--- src/rtl/obstacle_pool_control.sv ---
// Pool of NUM_OBS obstacle slots: spawn at the right edge, arc up and down, scroll left.
// Optional OBS_SPEED_RAMP_EN: speed steps up every PASSES_PER_STEP exits and drops back on a hit.
module obstacle_pool_control #(
    parameter int unsigned NUM_OBS         = 3,
    parameter int unsigned OBS_W           = 30,
    parameter int unsigned OBS_H           = 30,
    parameter int unsigned SPEED_INIT      = 5,
    parameter int unsigned SPEED_MAX       = 12,
    parameter int unsigned WAIT_CYCLES     = 12,
    parameter int unsigned PASSES_PER_STEP = 4,
    parameter int unsigned Y_BASELINE      = 315,
    parameter int unsigned Y_INIT_OFFSET   = 50,
    parameter int unsigned Y_STEP          = 3,
    parameter int unsigned Y_AMP_MAX       = 200
) (
    input  logic                    clk_i,
    input  logic                    rst_ni,
    input  logic                    game_en_i,
    input  logic [NUM_OBS-1:0]      collision_vec_i,
    input  logic [9:0]              y_amplitude_in_i,
    output logic [10*NUM_OBS-1:0]   obs_x_flat_o,
    output logic [10*NUM_OBS-1:0]   obs_y_flat_o,
    output logic [NUM_OBS-1:0]      obs_active_o,
    output logic [9:0]              obstacle_width_o,
    output logic [9:0]              obstacle_height_o,
    output logic [3:0]              speed_o,
    output logic                    pass_pulse_o,
    output logic                    hit_pulse_o
);

    typedef enum logic [1:0] {StIdle, StRise, StFall, StGround} state_e;

    localparam logic [9:0]      XStart    = 10'd640;
    localparam logic [9:0]      YGround   = 10'(Y_BASELINE - OBS_H);
    localparam logic [9:0]      YStep     = 10'(Y_STEP);
    localparam logic [10:0]     AmpMax    = 11'(Y_AMP_MAX);
    localparam logic [3:0]      SpeedInit = 4'(SPEED_INIT);
    localparam int unsigned     CntW      = $clog2(WAIT_CYCLES + 2);
    localparam logic [CntW-1:0] CntMax    = CntW'(WAIT_CYCLES);

    state_e          state_q [NUM_OBS];
    state_e          state_d [NUM_OBS];
    logic [9:0]      x_q [NUM_OBS];
    logic [9:0]      x_d [NUM_OBS];
    logic [9:0]      off_q [NUM_OBS];
    logic [9:0]      off_d [NUM_OBS];
    logic [9:0]      amp_q [NUM_OBS];
    logic [9:0]      amp_d [NUM_OBS];
    logic [9:0]      y_q [NUM_OBS];
    logic [9:0]      y_d [NUM_OBS];
    logic [CntW-1:0] spawn_cnt_q, spawn_cnt_d;
    logic            pass_q, pass_d, hit_q, hit_d;
    logic            any_exit, any_hit, spawned;
    logic [10:0]     amp_sum;
    logic [9:0]      amp_new;
    logic [3:0]      speed;

    // 11-bit sum so a large random amplitude saturates instead of wrapping.
    assign amp_sum = 11'(Y_INIT_OFFSET) + {1'b0, y_amplitude_in_i};
    assign amp_new = (amp_sum > AmpMax) ? AmpMax[9:0] : amp_sum[9:0];

    always_comb begin
        spawn_cnt_d = spawn_cnt_q;
        any_exit    = 1'b0;
        any_hit     = 1'b0;
        spawned     = 1'b0;
        for (int i = 0; i < int'(NUM_OBS); i++) begin
            state_d[i] = state_q[i];
            x_d[i]     = x_q[i];
            off_d[i]   = off_q[i];
            amp_d[i]   = amp_q[i];
            if (game_en_i) begin
                if (state_q[i] == StIdle) begin
                    if (!spawned && spawn_cnt_q == CntMax) begin
                        spawned    = 1'b1;
                        state_d[i] = StRise;
                        x_d[i]     = XStart;
                        off_d[i]   = '0;
                        amp_d[i]   = amp_new;
                    end
                end else if (collision_vec_i[i]) begin
                    any_hit    = 1'b1;
                    state_d[i] = StIdle;
                    x_d[i]     = XStart;
                    off_d[i]   = '0;
                end else if (x_q[i] <= {6'd0, speed}) begin
                    any_exit   = 1'b1;
                    state_d[i] = StIdle;
                    x_d[i]     = XStart;
                    off_d[i]   = '0;
                end else begin
                    x_d[i] = x_q[i] - {6'd0, speed};
                    case (state_q[i])
                        StRise: begin
                            if (off_q[i] < amp_q[i]) off_d[i] = off_q[i] + YStep;
                            else                     state_d[i] = StFall;
                        end
                        StFall: begin
                            if (off_q[i] <= YStep) begin
                                off_d[i]   = '0;
                                state_d[i] = StGround;
                            end else begin
                                off_d[i] = off_q[i] - YStep;
                            end
                        end
                        default: off_d[i] = '0;
                    endcase
                end
            end
            y_d[i] = YGround - off_d[i];
        end
        if (game_en_i) begin
            if (spawned)                   spawn_cnt_d = '0;
            else if (spawn_cnt_q != CntMax) spawn_cnt_d = spawn_cnt_q + CntW'(1);
        end
        // Pulses are strobes: they fall on the first clock without a tick.
        pass_d = game_en_i & any_exit;
        hit_d  = game_en_i & any_hit;
    end

    always_ff @(posedge clk_i or negedge rst_ni) begin
        if (!rst_ni) begin
            for (int i = 0; i < int'(NUM_OBS); i++) begin
                state_q[i] <= StIdle;
                x_q[i]     <= XStart;
                off_q[i]   <= '0;
                amp_q[i]   <= '0;
                y_q[i]     <= YGround;
            end
            spawn_cnt_q <= '0;
            pass_q      <= 1'b0;
            hit_q       <= 1'b0;
        end else begin
            for (int i = 0; i < int'(NUM_OBS); i++) begin
                state_q[i] <= state_d[i];
                x_q[i]     <= x_d[i];
                off_q[i]   <= off_d[i];
                amp_q[i]   <= amp_d[i];
                y_q[i]     <= y_d[i];
            end
            spawn_cnt_q <= spawn_cnt_d;
            pass_q      <= pass_d;
            hit_q       <= hit_d;
        end
    end

`ifdef OBS_SPEED_RAMP_EN
    localparam int unsigned      PassW    = $clog2(PASSES_PER_STEP + 1);
    localparam logic [PassW-1:0] PassLast = PassW'(PASSES_PER_STEP - 1);
    localparam logic [3:0]       SpeedMax = 4'(SPEED_MAX);

    logic [PassW-1:0] pass_cnt_q, pass_cnt_d;
    logic [3:0]       speed_q, speed_d;

    always_comb begin
        pass_cnt_d = pass_cnt_q;
        speed_d    = speed_q;
        if (any_hit) begin
            pass_cnt_d = '0;
            speed_d    = SpeedInit;
        end else if (any_exit) begin
            if (pass_cnt_q == PassLast) begin
                pass_cnt_d = '0;
                if (speed_q < SpeedMax) speed_d = speed_q + 4'd1;
            end else begin
                pass_cnt_d = pass_cnt_q + PassW'(1);
            end
        end
    end

    always_ff @(posedge clk_i or negedge rst_ni) begin
        if (!rst_ni) begin
            pass_cnt_q <= '0;
            speed_q    <= SpeedInit;
        end else begin
            pass_cnt_q <= pass_cnt_d;
            speed_q    <= speed_d;
        end
    end

    assign speed = speed_q;
`else
    assign speed = SpeedInit;
`endif

    always_comb begin
        for (int i = 0; i < int'(NUM_OBS); i++) begin
            obs_x_flat_o[10*i +: 10] = x_q[i];
            obs_y_flat_o[10*i +: 10] = y_q[i];
            obs_active_o[i]          = (state_q[i] != StIdle);
        end
    end

    assign obstacle_width_o  = 10'(OBS_W);
    assign obstacle_height_o = 10'(OBS_H);
    assign speed_o           = speed;
    assign pass_pulse_o      = pass_q;
    assign hit_pulse_o       = hit_q;

endmodule

--- config.mk ---
export PLATFORM = sky130hd
export DESIGN_NAME = obstacle_pool_control
export DESIGN_NICKNAME = d
export VERILOG_FILES = /design/src/rtl/obstacle_pool_control.sv
export SDC_FILE = /design/constraint.sdc
export NUM_CORES = 1
export LEC_CHECK = 0
export ABC_AREA = 1
export CAP_MARGIN = 20
export CORE_AREA = 2 2 132 134
export CTS_CLUSTER_SIZE = 28
export DETAILED_ROUTE_END_ITERATION = 12
export DIE_AREA = 0 0 134 136
export GPL_ROUTABILITY_DRIVEN = 1
export PLACE_DENSITY = 0.77
export REMOVE_ABC_BUFFERS = 1
export SETUP_SLACK_MARGIN = 0.05
export SYNTH_ARGS = -nofsm -noshare
export SYNTH_HDL_FRONTEND = slang
export SYNTH_SLANG_ARGS = --single-unit
--- constraint.sdc ---
create_clock -name clk_i -period 3.05 [get_ports clk_i]
set_clock_uncertainty 0.15 [all_clocks]
set_input_delay 0.61 -clock clk_i [delete_from_list [all_inputs] [get_ports clk_i]]
set_output_delay 0.61 -clock clk_i [all_outputs]
set_load 0.03 [all_outputs]
; ---- Word level (Yosys, flattened, before mapping)
; Index checks and enable logic that the tools add are counted.
[classes]
n_addsub = 14
n_mul = 0
n_div = 0
magnitude_cmp = 10
eq_ne = 17
shifts = 0
mux = 90
bitwise_logic = 2
n_reduce_logical = 24
[op_table]
columns = cell, n
row1 = $mux W10, 34
row2 = $pmux W10 S2, 3
row3 = $mux W2, 18
row4 = $add A10 B2 Y10 const B, 3
row5 = $le A10 B2 Y1 const B, 3
row6 = $le A10 B3 Y1 const B, 3
row7 = $lt A10 B10 Y1, 3
row8 = $mux W1, 30
row9 = $ne A5 B5 Y1 const B, 6
row10 = $sub A10 B2 Y10 const B, 3
row11 = $sub A10 B3 Y10 const B, 3
row12 = $sub A9 B10 Y10 const A, 3
row13 = $reduce_and A5 Y1, 3
row14 = $reduce_bool A5 Y1, 3
row15 = $pmux W2 S2, 3
row16 = $add A6 B10 Y11 const A, 1
row17 = $gt A11 B8 Y1 const B, 1
row18 = $reduce_and A3 Y1, 3
row19 = $mux W4, 2
row20 = $reduce_and A2 Y1, 4
row21 = $reduce_bool A2 Y1, 4
row22 = $eq A2 B1 Y1 const B, 3
row23 = $eq A2 B2 Y1 const B, 3
row24 = $logic_not A2 Y1, 3
row25 = other kinds (7), 12
[word_totals]
ff_bits = 132
latchBits = 0
ramBits = 0
mem_bits_ro = 0
inputBits = 16
wordCells = 175
memories = 0

; ---- Longest topological paths before layout
; Gate-level depths: netlist of the first run.
[depth]
depth_word = 16
ltp_mapped = 20

; ---- Least setup slack after synthesis of the first run
; OpenSTA, ideal clock, no wires.
[synth_path]
kind = register to register
from = register x_q (netlist bit obs_x_flat_o[20])
to = register y_q (netlist bit obs_y_flat_o[29])
arrival_ns = 2.306
setup_slack_ns = 0.478
path_stages_with_launch = 17
n_path_buf = 1
synth_period_minus_slack_ns = 2.572
path_cell_list = dfrtp_1 > inv_1 > ha_1 > nor2_1 > inv_1 > o211ai_2 > nand2_2 > nor2_4 > buf_6 > o211ai_1 > nand2_1 > ha_1 > nand3_2 > nand3_1 > nand2_1 > nand2_1 > nand2_1
[synth_lines]
columns = element, line
row1 = from (decl), 43  ; logic [9:0] x_q [NUM_OBS];
row2 = "from (signal, indexed assignment)", 125  ; x_q[i] <= XStart;
row3 = "from (signal, indexed assignment)", 136  ; x_q[i] <= x_d[i];
row4 = "to (signal, indexed assignment)", 128  ; y_q[i] <= YGround;
row5 = "to (signal, indexed assignment)", 139  ; y_q[i] <= y_d[i];
row6 = to (decl), 49  ; logic [9:0] y_q [NUM_OBS];

; ---- Final worst setup path of the first run
[layout_path]
from = register state_q[4] in the netlist's numbering
to = output port obs_active_o[0]
[layout_via]
elab_chain_cells = 1
[layout_lines]
columns = element, line
row1 = from (decl), 41  ; state_e state_q [NUM_OBS];
row2 = "from (signal, indexed assignment)", 124  ; state_q[i] <= StIdle;
row3 = "from (signal, indexed assignment)", 135  ; state_q[i] <= state_d[i];
row4 = $reduce_bool A2 Y1, 190  ; obs_active_o[i] = (state_q[i] != StIdle);
row5 = to (decl), 23  ; output logic [NUM_OBS-1:0] obs_active_o,
; Every way passes these cells.

==> impl_metrics.yaml, run 1 <==
synth:
  ys_top_cells_by_count: "307 x nand2_1, 176 x inv_1, 108 x dfrtp_1"
  syn_inst: 1214
  synth_top_cell_area_share_pct: 29.8
  synth_area_leader_cell: "dfrtp_1"
  yosys_warnings: 0
  synth_flop_cell: "dfrtp_1"
  yosysMostFrequentCell: "nand2_1"
  synthesis.area_per_instance_um2: 7.48
  syn-cell-area_um2: 9080
  async_flop_share_pct: 100
  yosys_register_bits: 129
  synth_cell_types: 53
  synth_area_leaders: "dfrtp_1 30%, nand2_1 13%, ha_1 7.4%"
  synth_edf_count: 0
  seq_area_frac_synth_pct: 35.8
finish:
  diodes: 0
  final_nets: 1396
  multiInputGateArea_um2: 4810
  nFillCells: 1473
  layout.area.seq_um2: 3250
  layout-drive-gt1-share_pct: 15.0
  area_delta_synth_final_pct: 19.1
sta:
  hold_viol: 0
  timing.fmax_mhz: 349
  setup_viol: 0
  fin_crit_sh_pct: 93.9
  hold_ws_ps: 321
  fin_crit_ps: 2860
  tns_ps: 0
  rsz0062_at_grt: "yes"
  slew_violations: 0
status:
  outcome: "finished clean"
place:
  port_buffers: 80
  dpl.hpwl_um: 16000
  finalWeightedCongestion: 0.962
setup_path:
  path_class: "reg2out"
  end_kind: "output pin"
  crit_required_ps: 2290
  worstPathArrival_ps: 2100
  critPathMaxFanout: 5
  worstSetupStartpointType: "flip-flop"
clocking:
  cts.path.max_buffers: 2
  postCtsSetupBuffers: 0
  cts_tree: "built"
  cts_buffers: 17
  htree_levels: 4
  cts_sinks: 129
  insertion_delay_ps: 430
  root_buffer: "clkbuf_16"
  clk_pin_slew_ps: 60
power:
  finalPower_mw: 8.32
  ir_worst_vdd_mv: 0.568
  power_density_nw_per_um2: 769
  power.leakage_nw: 5.67
drt:
  wl_per_cell_um: 13.6
  drc: 0
  antenna_left: 0
  drtIter0Drc: 484
  first_pass_iters: 7
  detail_route.vias_per_cell: 5.10
  drt-total-wl_um: 21200
  vias: 7978
floorplan:
  fp.dieArea_um2: 18200
  rows: 48
  initial_core_util_pct: 53.8
  coreArea_um2: 16900
  die_x_um: 134
  die_y_um: 136
  ios: 105
flow_run:
  cap_violations: 0
global_routing:
  grt_pass1_wl_um: 35800
  grt-ovfl-total: 0
  grtUsageTotal_pct: 24.5
  grt_pass1_vias: 7577
  grt_max_degree: 53
  antenna_found_initial: 0
min_path:
  min_path_type: "reg2reg"
-- worst max-delay path, cell delays in order (launching register included) --
cell and delay [ps]:
dfrtp_1 380, inv_1 90, ha_1 260, inv_1 220, clkdlybuf4s50_1 720
-- flip-flops by register name (all words and copies together) (netlist names) --
register      count
amp_q            30
state_q           6
hit_pulse_o       1
obs_y_flat_o     30
off_q            27
pass_pulse_o      1
spawn_cnt_q       4
obs_x_flat_o     30
-- metrics by stage --
step / cells / util, % / setup WS (ps) / area [um2]
after floorplan: 1189 / - / 364 / 8830
after global placement: 1531 / 60.5 / 182 / 10200
after detailed placement: 1531 / 60.5 / 131 / 10200
after CTS: 1564 / 64.0 / 198 / 10800
after global routing: 1564 / 64.1 / 50.8 / 10800
final: 1564 / 64.1 / 187 / 10800
-- cells in the final DEF, fill, tap and decap left out, types with 7 or more instances in the layout --
master           netlist  final
a21oi_1               35     35
a31oi_1                7      7
buf_4                 30     36
clkbuf_16              0     17
clkdlybuf4s50_1        0     79
conb_1                 2     24
dfrtp_1              108    108
dfstp_2               21     21
ha_1                  54     54
inv_1                176    176
inv_2                 20     20
nand2_1              307    307
nand2_2               20     20
nand3_1               85     85
nand3_2               11     10
nand4_1               19     19
nor2_1                81     79
nor2_2                 8     10
nor2_4                10     10
nor3_1                14     14
o211ai_1              10     10
o21ai_0               68     68
o21ai_1                9      9
xor2_1                35     35
-- kinds of logic after synthesis --
kind of cell	count (synthesis)	share of synthesized area, %
and+or+nand+nor	582	30.2
buffers and inverters	250	12.2
AOI/OAI and AO/OA	157	10.3
DFF	129	35.8
adders and majority gates	54	7.44
xor gates and xnor gates	40	3.86
other	2	0.0827
-- final timing paths --
path,from,to,slack [ps],cells after the start
setup reg to reg,off_q[9]$_DFF_PN0_,obs_y_flat_o[29]$_DFF_PN0_,300,17
max in group asynchronous,rst_ni,obs_x_flat_o[17]$_DFFE_PN1P_,1390,3
setup / recovery,state_q[4]$_DFFE_PN0P_,obs_active_o[0],190,4
min in group asynchronous,rst_ni,hit_pulse_o$_DFF_PN0_,550,2
hold / removal,amp_q[19]$_DFFE_PN0P_,amp_q[19]$_DFFE_PN0P_,320,2
hold reg to reg,amp_q[19]$_DFFE_PN0P_,amp_q[19]$_DFFE_PN0P_,320,2
-- repair_timing --
| item | 4_1_cts | 5_1_grt |
|---|---|---|
| gates resized for setup | 0 | 3 |
| hold buffers | 1 | 0 |
| endpoints found under the hold margin | 7 | 0 |
| setup endpoints to repair | 0 | 4 |
-- report_power, final --
group | internal (mW) | total [mW] | switching (mW)
Clock | 1.25 | 2.07 | 0.819
Sequential | 2.21 | 2.55 | 0.337
Combinational | 1.33 | 3.70 | 2.37
Total | 4.79 | 8.32 | 3.53
-- cell type report --
type | count | share of cell area, %
inverters | 203 | 7.18
well taps | 225 | 2.60
flip-flops and latches | 129 | 30.1
repair buffers | 118 | 10.2
clock buffers | 20 | 4.22
multi-input cells | 857 | 44.5
clock inverters | 12 | 1.23
-- metal layers --
layer / up-vias / GRT usage (%) / routed length (um) / share of wire, %
met3: 55 / 5.85 / 1300 / 6.1
met1: 3624 / 31.8 / 9500 / 45
li1: 4054 / - / - / -
met2: 245 / 39.3 / 9700 / 46
met4: 0 / 10.8 / 712 / 3.4
met5: - / 0 / 0 / 0
Power figures use the tool's default switching activity.
==> inputs of run 2 (changes only) <==
--- a/config.mk
+++ b/config.mk
@@ -5,14 +5,13 @@
 export SDC_FILE = /design/constraint.sdc
 export NUM_CORES = 1
 export LEC_CHECK = 0
-export ABC_AREA = 1
 export CAP_MARGIN = 20
-export CORE_AREA = 2 2 132 134
+export CORE_AREA = 2 2 128 130
 export CTS_CLUSTER_SIZE = 28
 export DETAILED_ROUTE_END_ITERATION = 12
-export DIE_AREA = 0 0 134 136
+export DIE_AREA = 0 0 130 132
 export GPL_ROUTABILITY_DRIVEN = 1
-export PLACE_DENSITY = 0.77
+export PLACE_DENSITY = 0.78
 export REMOVE_ABC_BUFFERS = 1
 export SETUP_SLACK_MARGIN = 0.05
 export SYNTH_ARGS = -nofsm -noshare
==> run 2 against run 1 <==
  * The flow now finishes with violations (negative setup slack)
  * Count of clock-buffer cells in the layout grew 7
  * Critical endpoint is now obs_y_flat_o[5]$_DFF_PN0_
  * Cell count is 5.8% lower
  * Clock power down 3%
  * Routed wire length increased by 22%
  * Global-route usage grew 3.8 points
  * Power rose by 34%
  * Utilization is 13 points higher
  * Critical path depth grew 8
  * Sequential power up 3%
  * Fmax shrank 15%
  * Sequential cell count stayed put
  * Non-clock buffer count increased by 190
==> impl_metrics.yaml, run 2 <==
drt:
  drtIter0Drc: 1006
  detail_route.vias_per_cell: 5.99
  antenna_left: 0
  vias: 8827
  first_pass_iters: 7
  drc: 0
  drt-total-wl_um: 25800
  wl_per_cell_um: 17.5
sta:
  slew_headroom_pct: 52.7
  slew_violations: 0
  final.setup.worst_slack_ps: -316
  tightest_slew_ps: 702
  hold_ws_ps: 62.6
  fin_crit_sh_pct: 110
  setup_viol: 5
  fin_crit_ps: 3370
  tns_ps: -953
  timing.fmax_mhz: 297
  hold_viol: 0
  rsz0062_at_grt: "yes"
floorplan:
  ios: 105
  die_y_um: 132
  initial_core_util_pct: 53.8
  rows: 46
  die_x_um: 130
  fp.dieArea_um2: 17200
  coreArea_um2: 15700
global_routing:
  grt-ovfl-total: 0
  gr-usage-met1_pct: 37.1
  grt_busiest_layer: "met2"
  antenna_found_initial: 0
  use_met2_pct: 45.6
  grtUsageTotal_pct: 28.3
  grt_pass1_vias: 8085
  grt_max_degree: 51
  grt.met3_usage_pct: 4.95
  grt_pass1_wl_um: 39100
setup_path:
  cpMostUsedCell: "buf_6"
  reg2reg_from: "obs_x_flat_o[4]$_DFFE_PN0P_"
  timing.rr.end: "obs_y_flat_o[5]$_DFF_PN0_"
  critPathMaxStageDelay_ps: 500
  path_class: "reg2reg"
  worstSetupStartpointType: "flip-flop"
  reg2reg_setup_slack_ps: -320
  critPathMaxFanout: 3
  path_cells: "or4_4 > o41a_4 > and3_4 > a41oi_2 > a31oi_2 > or2_4 > ha_4 > and4_1 > o31a_1 > buf_6 > buf_6 > xnor2_2"
  reg2reg_depth: 12
  worstPathArrival_ps: 3530
  cpMaxStageDelayCell: "or4_4"
  end_kind: "flip-flop"
  crit_required_ps: 3210
finish:
  layout.area.seq_um2: 3260
  final_cells: 1473
  final_nets: 1314
  stdcell_area_um2: 12100
  nFillCells: 1012
  area_delta_synth_final_pct: 43.2
  layout_commonest_cell: "buf_4"
  layout-drive-gt1-share_pct: 30.9
  diodes: 0
  multiInputGateArea_um2: 5120
  final_core_util_pct: 77.1
  most-common-layout-cells: "212 x buf_4, 106 x dfrtp_1, 95 x nand2_1"
synth:
  ys_top_cells_by_count: "108 x dfrtp_1, 98 x nand2_1, 79 x inv_1"
  synth_area_leader_cell: "dfrtp_1"
  synth_cell_types: 78
  seq_area_frac_synth_pct: 38.5
  async_flop_share_pct: 100
  synth_top_cell_area_share_pct: 31.9
  yosys_warnings: 0
  yosys_register_bits: 129
  yosysMostFrequentCell: "dfrtp_1"
  synth_area_leaders: "dfrtp_1 32%, ha_1 8.0%, dfstp_2 6.5%"
  synth_flop_cell: "dfrtp_1"
  syn_inst: 954
  synthesis.area_per_instance_um2: 8.87
  synth_edf_count: 0
  syn-cell-area_um2: 8460
place:
  place_area_um2: 10700
  dpl.hpwl_um: 16900
  finalWeightedCongestion: 0.948
  port_buffers: 80
  dp_cells: 1402
  place_ws_ps: -500
clocking:
  cts.path.max_buffers: 2
  cts_buffers: 17
  cts_hold_buf: 0
  clk_pin_slew_ps: 60
  htree_levels: 4
  cts_tree: "built"
  root_buffer: "clkbuf_16"
  cts_sinks: 129
  insertion_delay_ps: 430
power:
  power.leakage_nw: 5.52
  finalPower_mw: 11.2
  ir_worst_vdd_mv: 0.678
  power_density_nw_per_um2: 920
status:
  outcome: "finished with violations"
  violations: "negative setup slack"
flow_run:
  cap_violations: 0
min_path:
  min_path_type: "in2async"
[run 2: kinds of logic (layout without fill, tap and decap cells)]
family / count (synthesis) / count (layout) / share of synthesized area [%]
other cells: 2 / 24 / 0.0888
mux: 7 / 7 / 0.843
compound gates: 263 / 263 / 22.2
fa+ha+maj: 54 / 54 / 7.99
buf+inv: 141 / 422 / 7.59
simple gates: 321 / 321 / 19.0
flops: 129 / 129 / 38.5
xor+xnor: 37 / 37 / 3.83
[run 2: what timing repair did]
| action | CTS | global route |
|---|---|---|
| resized for setup | 45 | 69 |
| buffers inserted | 17 | 23 |
| pin swaps | 34 | 43 |
| cloned | 0 | 1 |
| setup endpoints to repair | 18 | 20 |
[run 2: critical path, delay by kind of cell, from the launching register on]
kind | cells | cell delay [ps]
flip-flops | 1 | 410
AND/OR/NAND/NOR | 4 | 1140
adder cells (fa/ha/maj) | 1 | 170
XOR/XNOR | 1 | 120
AO/OA/AOI/OAI | 4 | 1000
buffers and inverters | 2 | 260
[run 2: layout make-up]
class	count	area share [%]
clock buffers	27	4.40
clock inverters	5	0.413
inverters	82	2.54
multi-input cells	706	42.3
flip-flops and latches	129	26.9
well taps	216	2.23
repair buffers	308	21.3
[run 2: worst max path at each step]
stage                                            from                         to  slack, ps
final                     obs_x_flat_o[4]$_DFFE_PN0P_  obs_y_flat_o[5]$_DFF_PN0_       -320
after global routing      obs_x_flat_o[6]$_DFFE_PN0P_  obs_y_flat_o[5]$_DFF_PN0_       -410
after CTS                 obs_x_flat_o[7]$_DFFE_PN1P_  obs_y_flat_o[9]$_DFF_PN0_       -400
after detailed placement  obs_x_flat_o[6]$_DFFE_PN0P_  obs_y_flat_o[9]$_DFF_PN0_       -500
after global placement    obs_x_flat_o[6]$_DFFE_PN0P_  obs_y_flat_o[9]$_DFF_PN0_       -420
after floorplan           obs_x_flat_o[6]$_DFFE_PN0P_  obs_y_flat_o[9]$_DFF_PN0_       -650
[run 2: routing by layer]
| metal | share of wire [%] | wire (um) | vias to the layer above |
|---|---|---|---|
| met3 | 8.0 | 2060 | 102 |
| met1 | 40 | 10200 | 4184 |
| met2 | 49 | 12500 | 540 |
| li1 | - | - | 4001 |
| met4 | 3.8 | 973 | 0 |
| met5 | 0 | 0 | - |
[run 2: report_power, final]
part | switching, mW | internal (mW)
Clock | 0.746 | 1.27
Combinational | 3.63 | 2.89
Sequential | 0.351 | 2.27
Total | 4.72 | 6.43
==> inputs of run 3 (changes only) <==
--- a/config.mk
+++ b/config.mk
@@ -11,6 +11,7 @@
 export DETAILED_ROUTE_END_ITERATION = 12
 export DIE_AREA = 0 0 130 132
 export GPL_ROUTABILITY_DRIVEN = 1
+export GPL_TIMING_DRIVEN = 0
 export PLACE_DENSITY = 0.78
 export REMOVE_ABC_BUFFERS = 1
 export SETUP_SLACK_MARGIN = 0.05
==> run 3 against run 2 <==
  * The run still ends with negative setup slack left
  * Power is 6.8% lower
  * Design area is 7.7% lower
  * Routed wire length is 9.8% lower
  * Sequential cell count stayed put
  * Utilization is 6.0 points lower
  * Global-route usage is 3.3 points lower
  * Register-to-register slack worse by 70 ps
  * Sequential share of layout area is 2.5 points higher
  * Setup slack worse by 66 ps
  * Critical endpoint unchanged
==> impl_metrics.yaml, run 3 (synthesis results as in run 2) <==
floorplan:
  ios: 105
  die_x_um: 130
  die_y_um: 132
  fp.dieArea_um2: 17200
  initial_core_util_pct: 53.8
  rows: 46
  coreArea_um2: 15700
global_routing:
  grt-ovfl-total: 0
  grt_max_degree: 77
  antenna_found_initial: 0
  grt_pass1_wl_um: 34900
  grt_pass1_vias: 7310
  grtUsageTotal_pct: 25.0
finish:
  area_delta_synth_final_pct: 32.2
  final_nets: 1172
  nFillCells: 1133
  final_core_util_pct: 71.1
  diodes: 0
  layout-drive-gt1-share_pct: 24.6
  most-common-layout-cells: "95 x nand2_1, 88 x dfrtp_1, 82 x buf_4"
  layout_commonest_cell: "nand2_1"
sta:
  final.setup.worst_slack_ps: -382
  timing.fmax_mhz: 291
  hold_viol: 0
  slew_headroom_pct: 50.3
  tightest_slew_ps: 738
  slew_violations: 0
  setup_viol: 6
  rsz0062_at_grt: "yes"
  fin_crit_sh_pct: 113
  hold_ws_ps: 323
  fin_crit_ps: 3430
clocking:
  cts_tree: "built"
  root_buffer: "clkbuf_16"
  insertion_delay_ps: 430
  clk_pin_slew_ps: 60
  cts_sinks: 129
  cts_buffers: 17
  htree_levels: 4
  cts.path.max_buffers: 2
setup_path:
  crit_required_ps: 3250
  reg2reg_depth: 13
  cpMaxStageDelayCell: "or4_1"
  endpoint: "obs_y_flat_o[5]$_DFF_PN0_"
  critPathMaxFanout: 6
  path_class: "reg2reg"
  critPathMaxStageDelay_ps: 520
  worstSetupStartpointType: "flip-flop"
  timing.rr.end: "obs_y_flat_o[5]$_DFF_PN0_"
  cpMostUsedCell: "buf_4"
  reg2reg_setup_slack_ps: -380
  reg2reg_from: "off_q[24]$_DFF_PN0_"
  worstPathArrival_ps: 3630
  critPathLaunch: "off_q[24]$_DFF_PN0_"
  path_cells: "ha_1 > a21oi_1 > nand2_1 > a31o_2 > or4_1 > nand3_2 > ha_4 > inv_2 > nor4_2 > o31a_1 > buf_4 > buf_4 > xnor2_1"
  end_kind: "flip-flop"
drt:
  drtIter0Drc: 817
  vias: 8028
  antenna_left: 0
  drt-total-wl_um: 23200
  first_pass_iters: 6
  detail_route.vias_per_cell: 6.03
  wl_per_cell_um: 17.5
  drc: 0
min_path:
  min_path_type: "reg2reg"
place:
  dpl.hpwl_um: 13800
  port_buffers: 80
  finalWeightedCongestion: 0.904
power:
  power_density_nw_per_um2: 930
  power.leakage_nw: 4.76
  ir_worst_vdd_mv: 0.719
status:
  outcome: "finished with violations"
  violations: "negative setup slack"
flow_run:
  cap_violations: 0
==> run 3: worst max-delay path: cells and delay by family (launching register included) <==
kind                     cells  cell delay, ps
flip-flops                   1             450
adder cells (fa/ha/maj)      2             510
AND/OR/NAND/NOR              4            1030
buffers and inverters        3             280
AO/OA/AOI/OAI                3             810
XOR/XNOR                     1             100
==> run 3: final cells by class <==
cell class | instances | area [um2] | share of cell area, %
sequential | 129 | 3280 | 29.3
inverter | 82 | 310 | 2.78
multi-input combinational | 707 | 5290 | 47.3
timing repair buffer | 165 | 1470 | 13.1
clock buffer | 26 | 479 | 4.29
tap | 216 | 270 | 2.42
clock inverter | 6 | 82.6 | 0.739
==> run 3: power by group <==
group | internal, mW | switching, mW
sequential | 2.29 | 0.562
combinational | 2.33 | 3.23
clock | 1.24 | 0.741
total | 5.86 | 4.54
==> run 3: through the flow <==
stage          area, um2  setup WS, ps  instances  power [mW]  setup TNS (ps)
2_1_floorplan       8210          -651        917        5.78           -3740
3_3_place_gp        9280         -3770       1213        7.01         -516450
3_5_place_dp        9320         -1600       1215        7.11          -52290
4_1_cts            10400          -471       1286        9.64           -1640
5_1_grt            11200          -532       1331        11.0           -2390
6_report           11200          -382       1331        10.4           -1230
==> run 3: worst min-delay path by stage <==
stage	from	depth (start not counted)	end	slack, ps
after floorplan	rst_ni	0	amp_q[0]$_DFFE_PN0P_	160
after global placement	amp_q[24]$_DFFE_PN0P_	2	amp_q[24]$_DFFE_PN0P_	310
after detailed placement	amp_q[24]$_DFFE_PN0P_	2	amp_q[24]$_DFFE_PN0P_	320
after CTS	amp_q[24]$_DFFE_PN0P_	2	amp_q[24]$_DFFE_PN0P_	330
after global routing	amp_q[4]$_DFFE_PN0P_	2	amp_q[4]$_DFFE_PN0P_	350
final	amp_q[24]$_DFFE_PN0P_	2	amp_q[24]$_DFFE_PN0P_	320
==> run 3: what timing repair did <==
| action | 4_1_cts | 5_1_grt |
|---|---|---|
| resized for setup | 61 | 94 |
| cloned | 0 | 1 |
| hold buffers | 1 | 0 |
| buffers inserted | 38 | 44 |
| setup endpoints to repair | 55 | 26 |
| pin swaps | 21 | 38 |
| endpoints found under the hold margin | 1 | 0 |
==> run 3: layer usage <==
metal	vias to the layer above	GRT usage [%]	share of wire, %
li1	3707	-	-
met1	3880	32.9	41
met2	372	41.1	50
met3	69	5.48	6.4
met4	0	7.53	2.6
met5	-	0	0
